[src/rtl/step_counter.sv]
// Stepping counter with runtime step and bounds; wrap, bounce and one-shot modes,
// synchronous load and a registered terminal-count pulse.
module step_counter #(
  parameter int unsigned      WIDTH     = 8,
  parameter logic [WIDTH-1:0] RESET_VAL = 1
) (
  input  logic             clk,
  input  logic             reset,
  input  logic             en,
  input  logic             load,
  input  logic [WIDTH-1:0] load_val,
  input  logic             dir,
  input  logic [1:0]       mode,
  input  logic [WIDTH-1:0] lo,
  input  logic [WIDTH-1:0] hi,
  input  logic [WIDTH-1:0] step,
  output logic [WIDTH-1:0] count,
  output logic             dir_out,
  output logic             tc,
  output logic             done
);

  typedef enum logic [1:0] {
    MODE_WRAP     = 2'b00,
    MODE_BOUNCE   = 2'b01,
    MODE_ONESHOT  = 2'b10,
    MODE_WRAP_ALT = 2'b11
  } mode_e;

  logic [WIDTH-1:0] r_count;
  logic             r_dir;
  logic             r_tc;
  logic             r_done;

  logic [WIDTH:0]   w_sum;
  logic [WIDTH:0]   w_diff;
  logic             w_up_bnd;
  logic             w_dn_bnd;
  logic             w_bnd;
  mode_e            w_mode;
  logic [WIDTH-1:0] w_next_count;
  logic             w_next_dir;
  logic             w_next_tc;
  logic             w_next_done;

  assign w_mode = mode_e'(mode);

  // One extra bit keeps the carry of the sum and the borrow of the difference.
  assign w_sum    = {1'b0, r_count} + {1'b0, step};
  assign w_diff   = {1'b0, r_count} - {1'b0, step};
  assign w_up_bnd = w_sum > {1'b0, hi};
  assign w_dn_bnd = w_diff[WIDTH] || (w_diff[WIDTH-1:0] < lo);
  assign w_bnd    = (step != '0) && (r_dir ? w_dn_bnd : w_up_bnd);

  always_comb begin
    w_next_count = r_count;
    w_next_dir   = r_dir;
    w_next_tc    = 1'b0;
    w_next_done  = r_done;
    if (load) begin
      w_next_count = load_val;
      w_next_dir   = dir;
      w_next_done  = 1'b0;
    end else if (en && !r_done && (step != '0)) begin
      if (!w_bnd) begin
        w_next_count = r_dir ? w_diff[WIDTH-1:0] : w_sum[WIDTH-1:0];
      end else begin
        w_next_tc = 1'b1;
        unique case (w_mode)
          MODE_BOUNCE: begin
            w_next_dir = ~r_dir;
            // Reverse by one step, clamped to the bound on the far side.
            if (!r_dir)
              w_next_count = w_dn_bnd ? lo : w_diff[WIDTH-1:0];
            else
              w_next_count = w_up_bnd ? hi : w_sum[WIDTH-1:0];
          end
          MODE_ONESHOT: w_next_done = 1'b1;
          default:      w_next_count = r_dir ? hi : lo;
        endcase
      end
    end
  end

  always_ff @(posedge clk) begin
    if (reset) begin
      r_count <= RESET_VAL;
      r_dir   <= 1'b0;
      r_tc    <= 1'b0;
      r_done  <= 1'b0;
    end else begin
      r_count <= w_next_count;
      r_dir   <= w_next_dir;
      r_tc    <= w_next_tc;
      r_done  <= w_next_done;
    end
  end

  assign count   = r_count;
  assign dir_out = r_dir;
  assign tc      = r_tc;
  assign done    = r_done;

endmodule
[config.mk]
export PLATFORM = sky130hd
export DESIGN_NAME = step_counter
export DESIGN_NICKNAME = d
export VERILOG_FILES = /design/src/rtl/step_counter.sv
export SDC_FILE = /design/constraint.sdc
export NUM_CORES = 1
export LEC_CHECK = 0
export ABC_CLOCK_PERIOD_IN_PS = 6400
export CORE_MARGIN = 4
export CORE_UTILIZATION = 45
export CTS_CLUSTER_SIZE = 30
export DETAILED_ROUTE_END_ITERATION = 12
export PLACE_DENSITY = 0.69
export RECOVER_POWER = 100
export SETUP_SLACK_MARGIN = 0.5
export SLEW_MARGIN = 20
export SYNTH_ARGS = -nofsm -noshare
export SYNTH_HDL_FRONTEND = slang
export SYNTH_SLANG_ARGS = --single-unit
[constraint.sdc]
create_clock -name clk -period 6.4 [get_ports clk]
set_clock_uncertainty 0.05 [all_clocks]
set_input_delay 0.96 -clock clk [delete_from_list [all_inputs] [get_ports clk]]
set_output_delay 0.96 -clock clk [all_outputs]
set_load 0.02 [all_outputs]
==> impl_results.md, run 1 <==
* GRT busiest layer: met1
* Core area at ~4400 sq um
* Clock slew seen by the registers of the worst setup and hold paths at approximately 0.060 ns
* Leading area contributor after synthesis: ha_1
* Relative slew slack at 30.15%
* Initial Utilization at between 40% and 50%
* Vias at 2090
* Drt pass-1 iters at 5
* Synthesis-to-finish area growth at 24.48%
* Synth area leaders: ha_1 (18%), dfxtp_1 (10%), inv_1 (8.2%)
* Die Height at 76.49 microns
* YS warnings at 0
* Remaining global-route overflow at 0
* Critical path class: primary input to flop
* Max Buffers Root-to-Sink at 2
* Ys async rst share at 0%
* Actual slew at the worst max-slew pin at 1.040 ns
* Routed vias/inst at 5.618
* Num rows at 24
* Max-Cap Viols at 0
* Post-DRT Antenna Nets at 0
* Vias in the first global route at 1957
* # nets final at about 390
* Initial antenna violation count at 0
* Commonest non-fill, non-tap cell in the layout: inv_1
* Crit path launch type: primary input
* Overall Power at 0.0005526 W
* Slew Viols, Final at 0
* First-iteration detailed-routing DRC count at 208
* Wirelength per Cell at 16.07 microns
* Largest net degree at the start of global routing at 23
* HPWL after DPL at 4857 microns
* EDFF count, synth at 0
* Most frequent cells in the layout: inv_1 (46), clkdlybuf4s50_1 (38), ha_1 (31)
* # IOs at 50
* Yosys top cell area share at 18.38%
* Cells after Synth at 277
* Seq cells post-synth at 11
* Predominant post-synthesis flop cell: dfxtp_1
* Maximum vdd drop at slightly below 0.1 mV
* CP endpoint kind: flop
* Total Routed Length at 5979 microns
* PwrDens at 210.3 nW/um^2
* Crit Path Max Fanout at 7
* Period utilization at 89.31%
* Clock Tree Root: clkbuf_8
* Worst Hold Class: flop to flop
* Met2 GRT Util at roughly 31%
* Outcome: completed
* Post-Syn Area at 2111 sq um
* Leakage at 1.188 nW
* Critical Path AT at ~5.8 ns
* Clock network latency to the later pin of the worst-skew pair at 0.25 ns
* H-tree levels at 1
* Cts hold-fix bufs at 0
* Worst EP required at 6.45 ns
* Met3 Usage GRT at 4.374%
* Setup TNS at 0 ns
* CTS tree: yes
* Clock sinks at 11
* Clock buffer count from CTS at 3
* First-pass GRT wire length at between 10000 and 15000 microns
* Post-synthesis sequential area ratio at 10.43%
* Met1 Use GR at a little under a third
* Hold Violations, Final at 0
* RSZ-0062 raised after global routing: false
* Postcts setup bufs at 0
* Post-synthesis cell type count at 55
* FMAX at 0.1749 GHz
* RePlAce Congestion at 0.8893
* Avg Cell Area, Syn at between 7 and 8 sq um
* Synth Net Count at approximately 350
* Global router's overall resource usage at 21.10%
* N_diodes at 0
* DRC violations left at 0
* Layout cells sized above 1 at 5.313%
* IO Port Bufs at 49
* Die width at about 76 microns
* Tmin final at 5.716 ns
* Setup violators final at 0
* Resized cells post-CTS at 0
* Die area at a little under 6000 sq um
* Fill count at 433
[power breakdown]
part	leakage [nW]	internal (W)	switching, W
clock	0.0255	0.0000432	0.0000342
combinational	1.07	0.000167	0.000217
sequential	0.0913	0.0000771	0.0000150
total	1.19	0.000287	0.000266
[area by class of cell]
class                           count  area [sq um]  area share [%]
Clock buffer                        3         41.29           1.571
Inverter                           48         180.2           6.857
Timing Repair Buffer               50         498.0           18.95
Multi-Input combinational cell    207          1618           61.57
Tap cell                           52         65.06           2.476
Sequential cell                    11         220.2           8.381
Clock inverter                      1         5.005          0.1905
[routing by layer]
layer  wire [microns]  vias up  part of all wire [%]
li1                 -     1057                     -
met1             2908      943                    49
met2             2557       82                    43
met3              426        8                   7.1
met4               87        0                   1.5
met5                0        -                     0
[through the flow]
step	area, sq um	hold WS (ns)	utilization [%]	setup WS, ns	instances
final	2628	0.4584	59.12	0.6840	372
after global routing	2628	0.4934	59.12	0.4870	372
after CTS	2661	0.4672	59.88	1.222	372
after detailed placement	2615	0.4582	58.84	0.9962	368
after global placement	2615	0.4521	58.84	1.005	368
after floorplan	2111	0.5022	-	2.068	277
[worst paths after layout]
kind	depth (start not counted)	end	slack, ns	startpoint
max	18	count[1]$_SDFFE_PP0P_	0.68	step[0]
min	2	count[6]$_SDFFE_PP0P_	0.46	count[6]$_SDFFE_PP0P_
max reg2reg	17	count[1]$_SDFFE_PP0P_	1.51	count[0]$_SDFFE_PP1P_
min reg2reg	2	count[6]$_SDFFE_PP0P_	0.46	count[6]$_SDFFE_PP0P_
[worst max-delay path, stage by stage]
cell and delay (ns):
clkdlybuf4s50_1 0.46, ha_1 0.25, fa_1 0.42, nor2b_4 0.15, o221ai_1 0.41, nor2b_1 0.20, o21bai_1 0.08, xnor2_1 0.23
inv_1 0.09, ha_1 0.30, nand4_1 0.11, o22a_1 0.20, o22a_1 0.25, o31ai_1 0.22, a21oi_1 0.17, nor3_1 0.92
a221o_1 0.28, a221oi_1 0.05
[synthesized netlist by cell type, types with 2 or more instances]
cell      instances
xnor2_1          11
or3_1             3
a221o_1           6
o211ai_1          9
nand4_1           2
nor2_1           17
xor2_1            2
o311ai_1          2
inv_1            46
a221oi_1          3
nand3_1           4
mux2_2            3
a21oi_4           2
nor2b_1           8
nor3_1            6
buf_2             2
dfxtp_1          11
o21bai_1          2
o21ai_0           8
a21oi_1          15
nor3b_1           2
o21ai_1           5
nand2b_1          4
a211oi_1          5
ha_1             31
clkbuf_1          6
a31o_1            3
o21a_1            2
buf_6             2
nand2_1          18
nor4_1            2
fa_1              2
nand3b_1          3
mux2i_1           7
o22a_1            2
inv_2             2
[state kept, by name (all words and copies together), names as in the netlist]
register / count
count: 8
done: 1
dir_out: 1
tc: 1
[cells by family after synthesis]
| kind of cell | after synthesis | synth area share [%] |
|---|---|---|
| AO/OA/AOI/OAI | 77 | 29.52 |
| XOR/XNOR | 13 | 5.394 |
| adder cells (fa/ha/maj) | 33 | 20.27 |
| buffers and inverters | 59 | 11.32 |
| flip-flops | 11 | 10.43 |
| multiplexers | 10 | 4.920 |
| AND/OR/NAND/NOR | 74 | 18.14 |
Power figures use the tool's default switching activity.
==> inputs of run 2 (changes only) <==
- REMOVE_ABC_BUFFERS: unset -> 1
==> run 2 against run 1 <==
- first-iteration DRC count decreased by 45%
- cell area increased by 0.33%
- routed wire length decreased by 3.0%
- sequential share of layout area about the same
- utilization increased by 0.20 points
- critical endpoint is now count[0]$_SDFFE_PP1P_
==> impl_results.md, run 2 (same netlist as run 1, synthesis figures left out) <==
* Outcome: completed
* Initial antenna violation count at 0 (unchanged)
* Crit Path Max Fanout at 7 (unchanged)
* CP endpoint kind: flop
* Vias at 2069 (-1.0%)
* Routed vias/inst at 5.562 (-1.0%)
* Clock buffer count from CTS at 3 (unchanged)
* Core area at 4444 sq um (unchanged)
* Postcts setup bufs at 0 (unchanged)
* N_diodes at 0 (unchanged)
* H-tree levels at 1 (unchanged)
* Tmin final at 5.400 ns (-0.3160 ns)
* Global router's overall resource usage at 20.33% (-0.77 points)
* Hold Violations, Final at 0 (unchanged)
* Clock sinks at 11 (unchanged)
* Finished Core Util at 59.32% (+0.20 points)
* # nets final at 393 (unchanged)
* Setup violators final at 0 (unchanged)
* Clock slew seen by the registers of the worst setup and hold paths at 0.06 ns (about the same)
* Slew Viols, Final at 0 (unchanged)
* Critical path class: primary input to flop
* Clock network latency to the later pin of the worst-skew pair at 0.24 ns (about the same)
* Hold wc startpoint: count[6]$_SDFFE_PP0P_
* PwrDens at 207.2 nW/um^2 (-1.5%)
* Remaining global-route overflow at 0 (unchanged)
* Period utilization at 84.38% (-4.9 points)
* HPWL after DPL at 4798 microns (-1.2%)
* Most frequent cells in the layout: inv_1 (46), clkdlybuf4s50_1 (37), ha_1 (31)
* Initial Utilization at 47.49% (unchanged)
* Post-DP Area at 2615 sq um (unchanged)
* Post-DRT Antenna Nets at 0 (unchanged)
* Largest net degree at the start of global routing at 23 (unchanged)
* Worst Hold Class: flop to flop
* Finished Cell Area at 2636 sq um (+0.33%)
* Resized cells post-CTS at 0 (unchanged)
* Commonest non-fill, non-tap cell in the layout: inv_1
* Total Routed Length at 5799 microns (-3.0%)
* DRC violations left at 0 (unchanged)
* Clock Tree Root: clkbuf_8
* Die Height at 76.49 microns (unchanged)
* Actual slew at the worst max-slew pin at 1.039 ns (-0.0003919 ns)
* Drt pass-1 iters at 6 (+1)
* Worst r2r src: count[0]$_SDFFE_PP1P_
* Relative slew slack at 30.18% (about the same)
* Worst EP required at 6.49 ns (+0.04 ns)
* Die width at 76.49 microns (unchanged)
* Crit. Startpoint: step[1]
* Maximum vdd drop at 0.09053 mV (-8.0%)
* First-iteration detailed-routing DRC count at 114 (-45%)
* Max reg flops at 8 (unchanged)
* Max Buffers Root-to-Sink at 2 (unchanged)
* Num rows at 24 (unchanged)
* Max-Cap Viols at 0 (unchanged)
* Crit path launch type: primary input
* CTS tree: yes
* RePlAce Congestion at 0.9038 (+1.6%)
* Synthesis-to-finish area growth at 24.90%
* Wirelength per Cell at 15.59 microns (-3.0%)
* Setup TNS at 0 ns (unchanged)
* RSZ-0062 raised after global routing: false
* FMAX at 0.1852 GHz (+5.9%)
* # IOs at 50 (unchanged)
* Cts hold-fix bufs at 0 (unchanged)
* Die area at 5851 sq um (unchanged)
* Layout cells sized above 1 at 5.625% (+0.31 points)
* First-pass GRT wire length at 9811 microns (-2.5%)
* IO Port Bufs at 49 (unchanged)
* Leakage at 1.192 nW (+0.27%)
* Vias in the first global route at 1942 (-0.77%)
* Critical Path AT at 5.49 ns (-0.27 ns)
## run 2: changes by cell type in the layout (fill, tap and decap cells not counted), sizes merged
cell,change
clkdlybuf4s50,-1
dlygate4sd3,+1
## run 2: power breakdown
part           internal, W  switching [W]
clock            0.0000430      0.0000327
combinational     0.000166       0.000213
sequential       0.0000771      0.0000143
total             0.000287       0.000260
## run 2: final cells by class
class / count / area [sq um]
fillers: 444 / 1808
multi-input cells: 207 / 1627
repair buffers: 50 / 498.0
flip-flops and latches: 11 / 220.2
inverters: 48 / 180.2
well taps: 52 / 65.06
clock buffers: 3 / 41.29
clock inverters: 1 / 5.005
## run 2: per-stage QoR
stage | worst slack, ns | hold slack, ns | cells | power (W)
finish | 1.000 | 0.4563 | 372 | 0.0005463
global route | 0.6906 | 0.4789 | 372 | 0.0006000
CTS | 1.401 | 0.4636 | 372 | 0.0005577
detailed placement | 1.159 | 0.4550 | 368 | 0.0004806
floorplan | 1.967 | 0.5019 | 266 | 0.0003676
global placement | 1.219 | 0.4435 | 368 | 0.0004784
## run 2: routing by layer
metal	up-vias	GRT usage, %	share of wire (%)
met3	2	3.073	4.8
met4	0	3.080	0.47
met1	953	29.60	49
met5	-	0	0
li1	1065	-	-
met2	49	31.99	45
## run 2: worst paths after layout
| path | end | slack [ns] | cells past startpoint |
|---|---|---|---|
| min reg2reg | count[6]$_SDFFE_PP0P_ | 0.46 | 2 |
| min | count[6]$_SDFFE_PP0P_ | 0.46 | 2 |
| max | count[0]$_SDFFE_PP1P_ | 1.0 | 17 |
| max reg2reg | count[0]$_SDFFE_PP1P_ | 1.90 | 17 |
## run 2: critical path, cell delays in order
cell and delay, ns:
dlygate4sd3_1 0.64, inv_1 0.12, ha_1 0.31, nor2b_1 0.15, o2111a_1 0.26, o31ai_1 0.29
a21oi_1 0.13, xnor2_1 0.19, ha_1 0.32, nand2_1 0.07, nor3_1 0.17, a21oi_1 0.10
nor2_1 0.26, a21oi_1 0.22, nor3_1 0.91, nand2_1 0.13, a31o_1 0.24
